### config.mk
export PLATFORM = sky130hd
export DESIGN_NAME = jellyvl_etherneco_synctimer_scheduler
export DESIGN_NICKNAME = d
export VERILOG_FILES = /design/src/rtl/jellyvl_etherneco_synctimer_pkg.sv /design/src/rtl/jellyvl_etherneco_synctimer_deadline.sv /design/src/rtl/jellyvl_etherneco_synctimer_scheduler.sv
export SDC_FILE = /design/constraint.sdc
export NUM_CORES = 1
export LEC_CHECK = 0
export ABC_AREA = 1
export CELL_PAD_IN_SITES_DETAIL_PLACEMENT = 1
export CELL_PAD_IN_SITES_GLOBAL_PLACEMENT = 1
export CORE_ASPECT_RATIO = 1.4
export CORE_MARGIN = 4
export CORE_UTILIZATION = 40
export CTS_CLUSTER_SIZE = 30
export DETAILED_ROUTE_END_ITERATION = 6
export PLACE_DENSITY = 0.81
export SYNTH_ARGS = -nofsm -noshare
export SYNTH_HDL_FRONTEND = slang
export SYNTH_SLANG_ARGS = --single-unit
### constraint.sdc
create_clock -name i_clk -period 4.6 [get_ports i_clk]
set_input_delay 0.69 -clock i_clk [delete_from_list [all_inputs] [get_ports i_clk]]
set_output_delay 0.69 -clock i_clk [all_outputs]
set_load 0.02 [all_outputs]
### src/rtl/jellyvl_etherneco_synctimer_pkg.sv
// Shared types and helpers for the synctimer scheduler and its deadline tracker.
// All time arithmetic is modular, so a late test never compares absolute values.
package jellyvl_etherneco_synctimer_pkg;

  localparam int TIMER_WIDTH  = 64;
  localparam int PERIOD_WIDTH = 32;

  typedef logic [TIMER_WIDTH-1:0]  t_time;
  typedef logic [PERIOD_WIDTH-1:0] t_period;

  typedef enum logic [1:0] {
    IDLE  = 2'd0,
    SLOT  = 2'd1,
    START = 2'd2,
    WAIT  = 2'd3
  } t_sched_state;

  // now has reached deadline when the wrapped difference is non-negative
  function automatic logic is_late(input t_time now, input t_time deadline);
    t_time diff;
    diff = now - deadline;
    return ~diff[TIMER_WIDTH-1];
  endfunction

  // a zero period would freeze the grid, so it behaves as one time unit
  function automatic t_time eff_period(input t_period p);
    return (p == '0) ? t_time'(1) : t_time'(p);
  endfunction

endpackage

### src/rtl/jellyvl_etherneco_synctimer_deadline.sv
// Deadline register for the sync grid: load, per-slot advance with resync when
// hopelessly behind, and one-period catch-up while a pending slot is blocked.
module jellyvl_etherneco_synctimer_deadline
  import jellyvl_etherneco_synctimer_pkg::*;
(
  input  logic    i_clk,
  input  logic    i_reset,
  input  t_time   i_now,
  input  t_period i_period,
  input  logic    i_load,
  input  logic    i_advance,
  input  logic    i_hold,
  output logic    o_late,
  output logic    o_miss
);

  t_time r_deadline;
  t_time w_step;
  t_time w_next;
  logic  w_next_late;

  always_comb begin
    w_step      = eff_period(i_period);
    w_next      = r_deadline + w_step;
    w_next_late = is_late(i_now, w_next);
  end

  assign o_late = is_late(i_now, r_deadline);
  // every whole slot that slips past counts once, either at the advance or while held
  assign o_miss = (i_advance || i_hold) && w_next_late;

  always_ff @(posedge i_clk or negedge i_reset) begin
    if (!i_reset) begin
      r_deadline <= '0;
    end else if (i_load) begin
      r_deadline <= i_now + w_step;
    end else if (i_advance) begin
      r_deadline <= w_next_late ? (i_now + w_step) : w_next;
    end else if (i_hold && w_next_late) begin
      r_deadline <= w_next;
    end
  end

endmodule

### src/rtl/jellyvl_etherneco_synctimer_scheduler.sv
// Synctimer master sequencer: issues grid-aligned sync commands, tracks each
// response, picks override vs. correct mode and reports link sync health.
module jellyvl_etherneco_synctimer_scheduler
  import jellyvl_etherneco_synctimer_pkg::*;
#(
  parameter int OVERRIDE_COUNT = 4,
  parameter int TIMEOUT_CYCLES = 65536,
  parameter int RETRY_MAX      = 3
)(
  input  logic                    i_clk,
  input  logic                    i_reset,
  input  logic                    i_enable,
  input  logic [PERIOD_WIDTH-1:0] i_period,
  input  logic [TIMER_WIDTH-1:0]  i_current_time,
  input  logic                    i_tx_ready,
  output logic                    o_cmd_tx_start,
  output logic                    o_cmd_tx_override,
  output logic                    o_cmd_tx_correct,
  input  logic                    i_res_rx_end,
  input  logic                    i_res_rx_error,
  output logic                    o_synced,
  output logic [15:0]             o_fail_count,
  output logic [15:0]             o_miss_count,
  output logic                    o_busy
);

  localparam int TMR_W = (TIMEOUT_CYCLES > 2) ? $clog2(TIMEOUT_CYCLES) : 1;
  localparam int OVR_W = $clog2(OVERRIDE_COUNT + 1);
  localparam int STK_W = $clog2(RETRY_MAX + 1);

  t_sched_state     r_state;
  t_sched_state     w_state_next;
  logic [TMR_W-1:0] r_timer;
  logic [OVR_W-1:0] r_ovr_cnt;
  logic [STK_W-1:0] r_streak;
  logic [15:0]      r_fail_count;
  logic [15:0]      r_miss_count;
  logic             r_synced;

  logic w_load;
  logic w_advance;
  logic w_hold;
  logic w_late;
  logic w_miss;
  logic w_success;
  logic w_failure;
  logic w_override;

  jellyvl_etherneco_synctimer_deadline u_deadline (
    .i_clk     (i_clk),
    .i_reset   (i_reset),
    .i_now     (i_current_time),
    .i_period  (i_period),
    .i_load    (w_load),
    .i_advance (w_advance),
    .i_hold    (w_hold),
    .o_late    (w_late),
    .o_miss    (w_miss)
  );

  always_comb begin
    w_state_next = r_state;
    w_load       = 1'b0;
    w_advance    = 1'b0;
    w_hold       = 1'b0;
    w_success    = 1'b0;
    w_failure    = 1'b0;
    case (r_state)
      IDLE: begin
        if (i_enable) begin
          w_load       = 1'b1;
          w_state_next = SLOT;
        end
      end
      SLOT: begin
        if (!i_enable) begin
          w_state_next = IDLE;
        end else if (w_late) begin
          if (i_tx_ready) w_state_next = START;
          else            w_hold       = 1'b1;
        end
      end
      START: begin
        w_advance    = 1'b1;
        w_state_next = WAIT;
      end
      WAIT: begin
        // a frame arriving on the timeout cycle still decides the outcome
        if (i_res_rx_end) begin
          w_success = !i_res_rx_error;
          w_failure = i_res_rx_error;
        end else if (r_timer == '0) begin
          w_failure = 1'b1;
        end
        if (w_success || w_failure) w_state_next = i_enable ? SLOT : IDLE;
      end
      default: w_state_next = IDLE;
    endcase
  end

  always_ff @(posedge i_clk or negedge i_reset) begin
    if (!i_reset) begin
      r_state      <= IDLE;
      r_timer      <= '0;
      r_ovr_cnt    <= '0;
      r_streak     <= '0;
      r_fail_count <= '0;
      r_miss_count <= '0;
      r_synced     <= 1'b0;
    end else begin
      r_state <= w_state_next;

      if (r_state == START)                    r_timer <= TMR_W'(TIMEOUT_CYCLES - 1);
      else if (r_state == WAIT && r_timer != '0) r_timer <= r_timer - 1'b1;

      if (w_success) begin
        if (r_ovr_cnt < OVR_W'(OVERRIDE_COUNT)) r_ovr_cnt <= r_ovr_cnt + 1'b1;
        r_streak <= '0;
      end else if (w_failure) begin
        // a full failure streak forces the slaves to be overwritten again
        if (r_streak >= STK_W'(RETRY_MAX - 1)) begin
          r_ovr_cnt <= '0;
          r_streak  <= '0;
        end else begin
          r_streak <= r_streak + 1'b1;
        end
      end

      if (w_failure && r_fail_count != 16'hFFFF) r_fail_count <= r_fail_count + 16'd1;
      if (w_miss    && r_miss_count != 16'hFFFF) r_miss_count <= r_miss_count + 16'd1;

      // isolated failures keep the link synced; only a full streak clears ovr_cnt
      r_synced <= (r_ovr_cnt >= OVR_W'(OVERRIDE_COUNT));
    end
  end

  assign w_override        = (r_ovr_cnt < OVR_W'(OVERRIDE_COUNT));
  assign o_cmd_tx_start    = (r_state == START);
  assign o_cmd_tx_override = (r_state == START) &&  w_override;
  assign o_cmd_tx_correct  = (r_state == START) && !w_override;
  assign o_synced          = r_synced;
  assign o_fail_count      = r_fail_count;
  assign o_miss_count      = r_miss_count;
  assign o_busy            = (r_state != IDLE);

endmodule

-- After elaboration in Yosys (flattened, before gate mapping)
Index checks and enable logic that the tools add are counted.
- register bits after elaboration: 120
- output and inout port bits: 37
- logic and storage cells: 88
- bits of input ports: 102
- $add $sub $neg: 9
- muxes and demuxes: 35
- reductions and logical operators: 22
- bitwise logic cells: 1
- equality and inequality tests: 10
- $lt $le $gt $ge: 3
- operator list (kind ; number):
    2-to-1 mux 64 bit ; 4
    adder 64 bit ; 2
    subtractor 64 bit ; 2
    adder 16 x 1 -> 16 bit, second input constant ; 2
    zero test 32 bit ; 1
    2-to-1 mux 16 bit ; 2
    2-to-1 mux 32 bit ; 1
    != test 16 bit, second input constant ; 2
    zero test 16 bit ; 1
    2-to-1 mux 2 bit ; 8
    nonzero test 16 bit ; 1
    subtractor 16 x 1 -> 16 bit, second input constant ; 1
    2-to-1 mux 1 bit ; 15
    2-to-1 mux 3 bit ; 4
    case mux 2 bit (4 select lines) ; 1
    nonzero test 2 bit ; 4
    logical AND 1 bit ; 7
    != test 3 bit, second input constant ; 2
    equality test 2 bit, second input constant ; 2
    != test 2 bit, second input constant ; 2
    AND reduction 4 bit ; 1
    adder 3 x 1 -> 3 bit, second input constant ; 1
    greater-or-equal comparator 3 bit, second input constant ; 1
    less-than comparator 3 bit, second input constant ; 1
    10 further kinds ; 12

-- Logic depth before layout (Yosys ltp)
Gate-level depths: netlist of run 1.
- depth after elaboration: 9
- depth in mapped cells: 37
- gate-level depth less buffers: 36

-- Hierarchy
Synthesis of run 1 repeated with hierarchy kept, for this count alone.
- cell total of the unflattened synthesis: 2781
- area, all modules: 17344.1 um^2
- by module, submodules not included (module ; times used ; seq. area each (um^2) ; area an instance (um^2) ; cells an instance):
    jellyvl_etherneco_synctimer_deadline ; 1 ; 1601.5 ; 13859.5 ; 2309
    jellyvl_etherneco_synctimer_scheduler ; 1 ; 1401.3 ; 3484.6 ; 472

-- Least setup slack after synthesis of run 1
OpenSTA, ideal clock, no wires.
- path type: input to register
- from: input i_period[9]
- to: register u_deadline.r_deadline[25]
- arrival: 4.756 ns
- cell stages on the path: 30
- data required time: 4.485 ns
- path slack: -0.271 ns
- path buffers: 2
- setup time: 0.115 ns
- cell sequence: nor4_1 > nand4_1 > o21bai_1 > ha_1 > inv_1 > fa_1 > nor3_1 > nor2_1 > o21ai_1 > nand2_1 > nand2_1 > nand3_1 > nand2_1 > xnor2_1 > ha_1 > nand2_1 > inv_1 > o21ai_0 > a21oi_1 > or2_2 > a21oi_1 > nand2_1 > a21oi_1 > nand3_2 > nand3_4 > buf_12 > buf_12 > nand3_2 > nand3_2 > nand2_2
- longest elaborated chain between the ends: 7
- elaborated cells on any way between the ends: 12
- classes of those cells: 3 x add/sub; 5 x mux; 1 x bitwise; 3 x reduce/logical
- RTL lines (element ; line ; source):
    start: declaration ; jellyvl_etherneco_synctimer_scheduler.sv:13 ; input logic [PERIOD_WIDTH-1:0] i_period,
    zero test 32 bit ; jellyvl_etherneco_synctimer_pkg.sv:27 ; return (p == '0) ? t_time'(1) : t_time'(p);
    2-to-1 mux 32 bit * ; jellyvl_etherneco_synctimer_pkg.sv:27 ;
    adder 64 bit ; jellyvl_etherneco_synctimer_deadline.sv:24 ; w_next = r_deadline + w_step;
    subtractor 64 bit ; jellyvl_etherneco_synctimer_pkg.sv:21 ; diff = now - deadline;
    2-to-1 mux 64 bit or inverter 1 bit (tied branches) ; jellyvl_etherneco_synctimer_deadline.sv:38, jellyvl_etherneco_synctimer_pkg.sv:22 ;
    2-to-1 mux 64 bit or logical AND 1 bit (tied branches) ; jellyvl_etherneco_synctimer_deadline.sv:37, jellyvl_etherneco_synctimer_deadline.sv:39 ;
    2-to-1 mux 64 bit or nonzero test 3 bit (tied branches) ; - ;
    end signal: assignment ; jellyvl_etherneco_synctimer_deadline.sv:36 ; r_deadline <= i_now + w_step;
    end signal: assignment ; jellyvl_etherneco_synctimer_deadline.sv:38 ; r_deadline <= w_next_late ? (i_now + w_step) : w_next;
    end signal: assignment ; jellyvl_etherneco_synctimer_deadline.sv:40 ; r_deadline <= w_next;
    end: declaration ; jellyvl_etherneco_synctimer_deadline.sv:17 ; t_time r_deadline;
Mark *: on every way between the ends. The rest lies on a longest branch, timed or not. The select of a mux whose other input is x is not followed.
A chain may end at the register's enable or synchronous reset.

-- Final worst setup path of run 1
- from: input i_period[0]
- to: register u_deadline.r_deadline[28]
The elaborated chain is that of the path after synthesis.

==> run_summary.xml, run 1 <==
<?xml version="1.0" encoding="UTF-8"?>
<metrics>
  <group name="run_status">
    <metric name="run_status" unit="">complete, but fails checks</metric>
    <metric name="failed_checks" unit="">DRC, setup timing</metric>
  </group>
  <group name="sta">
    <metric name="worst_path_setup_slack_after_routing" unit="ps">-1780</metric>
    <metric name="fin_crit_sh" unit="">1.387</metric>
    <metric name="maxSlewViolCount" unit="">0</metric>
    <metric name="max_slew.worst_pin.slew" unit="ps">911.4</metric>
    <metric name="clock.fmax" unit="GHz">0.1567</metric>
    <metric name="rsz0062_at_grt" unit="">yes</metric>
    <metric name="finalSetupTns" unit="ps">-135800</metric>
    <metric name="clock_skew_after_layout" unit="ps">37.41</metric>
    <metric name="timing_hold_violations_final" unit="">0</metric>
    <metric name="whs" unit="ps">269.2</metric>
    <metric name="final_setup_violating_endpoints" unit="">80</metric>
    <metric name="final.min_clock_period" unit="ps">6380</metric>
    <metric name="timing.max_slew.rel_slack" unit="">0.3924</metric>
  </group>
  <group name="grt">
    <metric name="grt_overflow_total" unit="">0</metric>
    <metric name="first_global_vias" unit="">24523</metric>
    <metric name="wire_length_of_the_first_global_routing_pass" unit="mm">149.3</metric>
    <metric name="grt.total_usage" unit="">0.4294</metric>
    <metric name="initial_antenna_violation_count" unit="">5</metric>
    <metric name="largest_net_degree_at_the_start_of_global_routing" unit="">53</metric>
  </group>
  <group name="cts">
    <metric name="worst_setup_hold_path_clk_slew" unit="ps">80</metric>
    <metric name="cts-buffers-inserted" unit="">17</metric>
    <metric name="cts_htree_levels" unit="">4</metric>
    <metric name="cts_buffer_depth" unit="">2</metric>
    <metric name="cts.sinks" unit="">120</metric>
    <metric name="holdBufCountCts" unit="">0</metric>
    <metric name="clkLatencyLatePin" unit="ps">510</metric>
    <metric name="cts_tree" unit="">done</metric>
    <metric name="cts_root_buf" unit="">clkbuf_16</metric>
  </group>
  <group name="yosys">
    <metric name="syn-cell-area" unit="sq um">17020</metric>
    <metric name="ys_types" unit="">51</metric>
    <metric name="synth_top_flop_cell" unit="">dfrtp_1</metric>
    <metric name="synth_async_sr_flop_share" unit="">1.000</metric>
    <metric name="postSynthRegisterBits" unit="">120</metric>
    <metric name="synth_sequential_area_ratio" unit="">0.1765</metric>
    <metric name="yosysWarnings" unit="">0</metric>
    <metric name="average_footprint_of_a_synthesized_cell" unit="sq um">6.393</metric>
    <metric name="synth_edf_count" unit="">0</metric>
    <metric name="synth_fp_nets" unit="">2937</metric>
    <metric name="synth_cells" unit="">2662</metric>
  </group>
  <group name="route">
    <metric name="drtIter0Drc" unit="">1857</metric>
    <metric name="drt_pre_antenna_iters" unit="">7</metric>
    <metric name="finalWirelength" unit="mm">108.2</metric>
    <metric name="post-route-drc-count" unit="">6</metric>
    <metric name="post_drt_wl_per_cell" unit="um">28.37</metric>
    <metric name="final_antenna_net_count" unit="">0</metric>
    <metric name="vias" unit="">23066</metric>
    <metric name="drt-vias-per-instance" unit="">6.048</metric>
  </group>
  <group name="floorplanning">
    <metric name="floorplan.initialDensity" unit="">0.4043</metric>
    <metric name="num_io_pins" unit="">139</metric>
    <metric name="floorplan.die.width" unit="um">182.3</metric>
    <metric name="core_area" unit="sq um">42090</metric>
    <metric name="fp.dieH" unit="um">252.1</metric>
    <metric name="design.die.area" unit="sq um">45960</metric>
    <metric name="fp-row-count" unit="">89</metric>
  </group>
  <group name="layout">
    <metric name="postLayoutCellArea" unit="sq um">25030</metric>
    <metric name="fillCellCount" unit="">5372</metric>
    <metric name="synthToLayoutAreaGrowth" unit="%">47.09</metric>
    <metric name="layout.nets" unit="">3527</metric>
    <metric name="final-instance-count-excl-fill" unit="">3814</metric>
    <metric name="layout.core_utilization" unit="">0.5946</metric>
    <metric name="final_layout_size_suffix_gt1_frac" unit="">0.2986</metric>
  </group>
  <group name="setup_path">
    <metric name="crit_path_start_kind" unit="">primary input</metric>
    <metric name="cp_slowest_cell" unit="">nor4_4</metric>
    <metric name="worst-setup-path-type" unit="">in -&gt; reg</metric>
    <metric name="worstRegToRegCells" unit="">28</metric>
    <metric name="reg2reg_setup_slack" unit="ps">-1340</metric>
    <metric name="critPathCapture" unit="">u_deadline.r_deadline[28]</metric>
    <metric name="cp_slowest_stage_delay" unit="ps">710</metric>
    <metric name="cp-startpoint" unit="">i_period[0]</metric>
    <metric name="critPathCaptureType" unit="">flip-flop</metric>
    <metric name="critPathRequiredTime" unit="ps">4990</metric>
    <metric name="rr_endpoint" unit="">u_deadline.r_deadline[28]</metric>
    <metric name="critPathArrivalTime" unit="ps">6770</metric>
    <metric name="reg2reg_from" unit="">u_deadline.r_deadline[26]</metric>
    <metric name="timing.critical_path.fanout_max" unit="">7</metric>
  </group>
  <group name="place">
    <metric name="place.detailed.instances" unit="">3711</metric>
    <metric name="detailed_place.area" unit="sq um">22080</metric>
    <metric name="placement.io_buffers" unit="">138</metric>
    <metric name="place_hpwl" unit="mm">74.65</metric>
    <metric name="gp_congestion" unit="">1.051</metric>
    <metric name="preCtsSetupSlack" unit="ps">-2818</metric>
  </group>
  <group name="power">
    <metric name="totalPowerFinal" unit="mW">16.31</metric>
    <metric name="power_density" unit="nW/um^2">651.5</metric>
    <metric name="worst_ir_drop_vdd" unit="mV">0.3743</metric>
    <metric name="total_leakage_power" unit="nW">12.42</metric>
  </group>
  <group name="job">
    <metric name="maxCapViolCount" unit="">0</metric>
  </group>
  <group name="worst_hold_path">
    <metric name="min-delay-path-class" unit="">in -&gt; async</metric>
  </group>
</metrics>
-- what timing repair did --
action	4_1_cts	5_1_grt
gates resized for setup	216	194
buffers inserted	45	13
endpoints found under the setup margin	80	80
pin swaps	74	82
cloned	21	1
-- synth_stat cells (all sizes together) (13+ instances only) --
cell type | n | area, sq um
nor4 | 38 | 237.7
nand3 | 267 | 1982
buf | 35 | 396.6
nand4 | 36 | 225.2
dfrtp | 120 | 3003
nor3 | 61 | 305.3
xor2 | 68 | 595.6
ha | 171 | 2140
o21ai | 135 | 679.4
nor2 | 266 | 1027
o21bai | 13 | 97.59
clkbuf | 24 | 90.09
inv | 378 | 1421
xnor2 | 52 | 455.4
a21oi | 168 | 844.6
nand2 | 776 | 3093
-- per-layer routing --
metal  track usage  vias to the layer above  share of wire
met5             0                        -        0.00030
met4        0.4079                        4           0.12
met3       0.08249                      779          0.080
met2        0.7483                     1343           0.47
met1        0.4218                    11085           0.33
li1              -                     9855              -
-- critical path, delay by kind of cell --
kind                     cells  cell delay, ps
XOR/XNOR                     1             110
AND/OR/NAND/NOR             21            3410
buffers and inverters        8            1250
AO/OA/AOI/OAI                1             350
adder cells (fa/ha/maj)      3             900
-- where the power goes --
group          internal [mW]  switching, mW
clock                  0.810          0.716
sequential              1.44          0.471
combinational           5.40           7.47
-- kinds of logic (layout without fill, tap and decap cells) --
family | after synthesis | after routing | synth area share
simple gates | 1471 | 1471 | 0.4152
compound gates | 341 | 341 | 0.1064
xor+xnor | 120 | 120 | 0.06176
fa+ha+maj | 173 | 173 | 0.1281
flops | 120 | 120 | 0.1765
buf+inv | 437 | 1040 | 0.1121
other cells | 0 | 3 | 0
-- cell usage in the layout, fill, tap and decap left out, types with 36 or more instances in the layout --
cell type,Yosys,final
nor3_1,61,59
buf_4,2,433
nand2_2,42,150
o21ai_0,114,105
xnor2_1,52,49
nand3_2,124,128
clkdlybuf4s50_1,0,125
inv_1,373,369
a21oi_1,167,154
nand2_4,10,68
nand4_1,36,36
xor2_1,68,65
nand2_1,724,556
nor2_1,262,257
dfrtp_1,120,120
nand3_1,141,126
ha_1,171,161
-- worst min-delay path by stage --
stage | startpoint | end | slack, ps | cells after the start
6_report | i_reset | u_deadline.r_deadline[35] | 270 | 1
5_1_grt | i_reset | o_miss_count[8] | 320 | 1
3_5_place_dp | r_ovr_cnt[2] | o_synced | 430 | 0
3_3_place_gp | r_ovr_cnt[2] | o_synced | 410 | 0
2_1_floorplan | i_reset | async pin | 390 | 0
4_1_cts | i_reset | u_deadline.r_deadline[35] | 300 | 1
-- cell type report --
class,count,area [sq um],share of cell area
Clock buffer,17,425.4,0.01700
Antenna cell,3,7.507,0.0002999
Multi-Input combinational cell,2105,13440,0.5371
Sequential cell,120,3003,0.1200
Timing Repair Buffer,630,5868,0.2344
Inverter,378,1433,0.05724
Clock inverter,15,167.7,0.006698
Tap cell,546,683.2,0.02729
-- state kept, by name, indices dropped and copies added, names as in the netlist, named ones only --
name / count
r_ovr_cnt: 3
r_state: 1
r_streak: 2
o_synced: 1
o_miss_count: 16
o_fail_count: 16
u_deadline.r_deadline: 64
r_timer: 16
Power figures use the tool's default switching activity.
==> inputs of run 2 (changes only) <==
GPL_TIMING_DRIVEN = 0   (was default)
==> run 2 against run 1 <==
Against the previous run: the flow finishes with violations (setup timing); sequential cell count is the same; clock power shrank 5%; routed wire length shrank 24%; die area is the same; combinational power shrank 28%; maximum frequency grew 11%; critical path depth is the same; largest cell class unchanged; largest power group unchanged; highest routed layer is now met4.
==> run_summary.xml, run 2 (synthesis gave the netlist of run 1 again) <==
<?xml version="1.0" encoding="UTF-8"?>
<metrics>
  <group name="cts">
    <metric name="worst_setup_hold_path_clk_slew" unit="ps">60</metric>
    <metric name="cts_root_buf" unit="">clkbuf_16</metric>
    <metric name="clkLatencyLatePin" unit="ps">480</metric>
    <metric name="cts_buffer_depth" unit="">2</metric>
    <metric name="cts_htree_levels" unit="">4</metric>
    <metric name="cts_tree" unit="">done</metric>
    <metric name="cts.sinks" unit="">120</metric>
    <metric name="cts-buffers-inserted" unit="">17</metric>
  </group>
  <group name="sta">
    <metric name="fin_crit_sh" unit="">1.252</metric>
    <metric name="timing_hold_violations_final" unit="">0</metric>
    <metric name="timing.max_slew.rel_slack" unit="">0.1569</metric>
    <metric name="final.min_clock_period" unit="ps">5761</metric>
    <metric name="max_slew.worst_pin.slew" unit="ps">1265</metric>
    <metric name="clock.fmax" unit="GHz">0.1736</metric>
    <metric name="maxSlewViolCount" unit="">0</metric>
    <metric name="final_setup_violating_endpoints" unit="">80</metric>
    <metric name="rsz0062_at_grt" unit="">yes</metric>
    <metric name="clock_skew_after_layout" unit="ps">14.95</metric>
    <metric name="worst_path_setup_slack_after_routing" unit="ps">-1161</metric>
    <metric name="whs" unit="ps">142.3</metric>
    <metric name="finalSetupTns" unit="ps">-87500</metric>
  </group>
  <group name="route">
    <metric name="finalWirelength" unit="mm">82.69</metric>
    <metric name="drt_pre_antenna_iters" unit="">5</metric>
    <metric name="drtIter0Drc" unit="">1063</metric>
    <metric name="vias" unit="">19536</metric>
    <metric name="final_antenna_net_count" unit="">0</metric>
    <metric name="post-route-drc-count" unit="">0</metric>
    <metric name="post_drt_wl_per_cell" unit="um">24.04</metric>
    <metric name="drt-vias-per-instance" unit="">5.681</metric>
  </group>
  <group name="setup_path">
    <metric name="timing.critical_path.mode_cell" unit="">nand2_4</metric>
    <metric name="critPathArrivalTime" unit="ps">6120</metric>
    <metric name="timing.critical_path.fanout_max" unit="">6</metric>
    <metric name="reg2reg_from" unit="">u_deadline.r_deadline[24]</metric>
    <metric name="cp_slowest_cell" unit="">nor4_4</metric>
    <metric name="worst-setup-path-type" unit="">in -&gt; reg</metric>
    <metric name="cp-startpoint" unit="">i_period[0]</metric>
    <metric name="critical_path_buf_inv_count" unit="">6</metric>
    <metric name="crit_path_start_kind" unit="">primary input</metric>
    <metric name="family_with_the_most_delay_on_the_worst_path" unit="">simple AND/OR/NAND/NOR gates</metric>
    <metric name="critPathRequiredTime" unit="ps">4960</metric>
    <metric name="critPathCaptureType" unit="">flip-flop</metric>
    <metric name="cp_slowest_stage_delay" unit="ps">430</metric>
  </group>
  <group name="worst_hold_path">
    <metric name="min-delay-path-class" unit="">in -&gt; async</metric>
  </group>
  <group name="layout">
    <metric name="layout_commonest_cell" unit="">nand2_1</metric>
    <metric name="synthToLayoutAreaGrowth" unit="%">27.91</metric>
    <metric name="final-instance-count-excl-fill" unit="">3439</metric>
    <metric name="final_layout_size_suffix_gt1_frac" unit="">0.1791</metric>
    <metric name="largest_register_ffs" unit="">64</metric>
    <metric name="fillCellCount" unit="">5492</metric>
    <metric name="layout_common_cells" unit="">628 x nand2_1, 370 x inv_1, 257 x nor2_1</metric>
    <metric name="antenna_cells" unit="">0</metric>
    <metric name="layout.nets" unit="">3155</metric>
    <metric name="max_flop_register" unit="">u_deadline.r_deadline</metric>
    <metric name="layout.core_utilization" unit="">0.5171</metric>
  </group>
  <group name="grt">
    <metric name="wire_length_of_the_first_global_routing_pass" unit="mm">121.3</metric>
    <metric name="initial_antenna_violation_count" unit="">0</metric>
    <metric name="grt_overflow_total" unit="">0</metric>
    <metric name="grt.total_usage" unit="">0.3446</metric>
    <metric name="largest_net_degree_at_the_start_of_global_routing" unit="">79</metric>
    <metric name="first_global_vias" unit="">20893</metric>
  </group>
  <group name="power">
    <metric name="power_density" unit="nW/um^2">578.9</metric>
    <metric name="totalPowerFinal" unit="mW">12.60</metric>
    <metric name="share_seq_of_total_power" unit="">0.149</metric>
    <metric name="worst_ir_drop_vdd" unit="mV">0.3608</metric>
    <metric name="total_leakage_power" unit="nW">10.32</metric>
    <metric name="cell_internal_pwr" unit="mW">5.733</metric>
    <metric name="sw_frac_of_total" unit="">0.5450</metric>
    <metric name="pwr-share-comb" unit="">0.735</metric>
    <metric name="clockPowerShare" unit="">0.116</metric>
    <metric name="power_switching" unit="mW">6.868</metric>
  </group>
  <group name="floorplanning">
    <metric name="fp-row-count" unit="">89</metric>
    <metric name="num_io_pins" unit="">139</metric>
    <metric name="core_area" unit="sq um">42090</metric>
    <metric name="floorplan.initialDensity" unit="">0.4043</metric>
    <metric name="floorplan.die.width" unit="um">182.3</metric>
    <metric name="fp.dieH" unit="um">252.1</metric>
    <metric name="design.die.area" unit="sq um">45960</metric>
  </group>
  <group name="place">
    <metric name="place_hpwl" unit="mm">66.35</metric>
    <metric name="placement.io_buffers" unit="">138</metric>
    <metric name="gp_congestion" unit="">1.023</metric>
    <metric name="place.detailed.instances" unit="">3348</metric>
  </group>
  <group name="run_status">
    <metric name="run_status" unit="">complete, but fails checks</metric>
    <metric name="failed_checks" unit="">setup timing</metric>
  </group>
  <group name="job">
    <metric name="maxCapViolCount" unit="">0</metric>
  </group>
</metrics>
## run 2: cell count changes in the layout (fill, tap and decap cells not counted), moves of 8 or more
cell,change
a21oi_1,+8
buf_16,-15
buf_2,+9
buf_4,-400
buf_6,+8
clkbuf_1,+24
clkdlybuf4s50_1,-20
nand2_1,+72
nand2_2,-44
nand2_4,-28
nand3_2,-12
nand3_4,+12
## run 2: worst reg2reg max path: stages, from the launching register on
cell     delay, ps
dfrtp_1        420
ha_1           430
a21oi_1        250
o21ai_0        350
a21oi_1        690
nand2_2        280
nand3_1        200
nand2_1         70
nand2_1         60
nand2_1        100
ha_1           310
nand2_2         80
nor2_4         120
nor3b_4        250
and3_4         280
and3_4         230
nand2_4         70
nand3_4         90
nand3_4        100
nand3_4        140
buf_6          120
buf_12         140
buf_12         150
buf_12         130
nand3_2         70
nand3_2         70
nand2_1         60
## run 2: cell type report
cell class                 instances  area [sq um]  share of cell area
timing repair buffer             200          2193              0.1008
clock inverter                    14         161.4            0.007415
tap                              546         683.2             0.03138
buffer                            57         548.0             0.02518
inverter                         378          1431             0.06576
sequential                       120          3003              0.1380
clock buffer                      18         439.2             0.02018
multi-input combinational       2106         13310              0.6114
## run 2: stage by stage
step	cell area (sq um)	worst slack, ps
floorplan	17150	2.608
global placement	19210	-3360
detailed placement	19240	-2800
CTS	20880	-958.8
global route	21770	-1283
finish	21770	-1161
## run 2: path summary, 6_finish.rpt
path	depth (start not counted)	slack, ps	end
worst min-delay path	1	140	o_miss_count[8]
min in group i_clk	1	500	o_fail_count[2]
worst min register to register	1	500	o_fail_count[2]
worst max register to register	26	-760	u_deadline.r_deadline[61]
worst max-delay path	34	-1160	u_deadline.r_deadline[61]
max in group asynchronous	2	3610	u_deadline.r_deadline[2]
## run 2: power groups by stage
stage	sequential (mW)	clock, mW	combinational, mW
floorplan	1.77	0	5.20
global placement	1.85	0	7.21
detailed placement	1.88	0	7.54
CTS	1.86	1.48	8.28
global route	1.93	1.52	10.0
finish	1.88	1.46	9.26
## run 2: repair_timing
action                                  in CTS  in global routing
hold buffers                                 0                  0
endpoints found under the setup margin      80                 80
gates resized for setup                    221                153
pin swaps                                   66                 67
setup buffers                               37                 14
cloned                                       5                  9
## run 2: per-layer routing
layer  wire length (um)  global-route usage  vias up
li1                   -                   -     9098
met1              29340              0.3498     9608
met2              42510              0.6342      559
met3               2875             0.03937      271
met4               7971              0.2725        0
met5                  0                   0        -
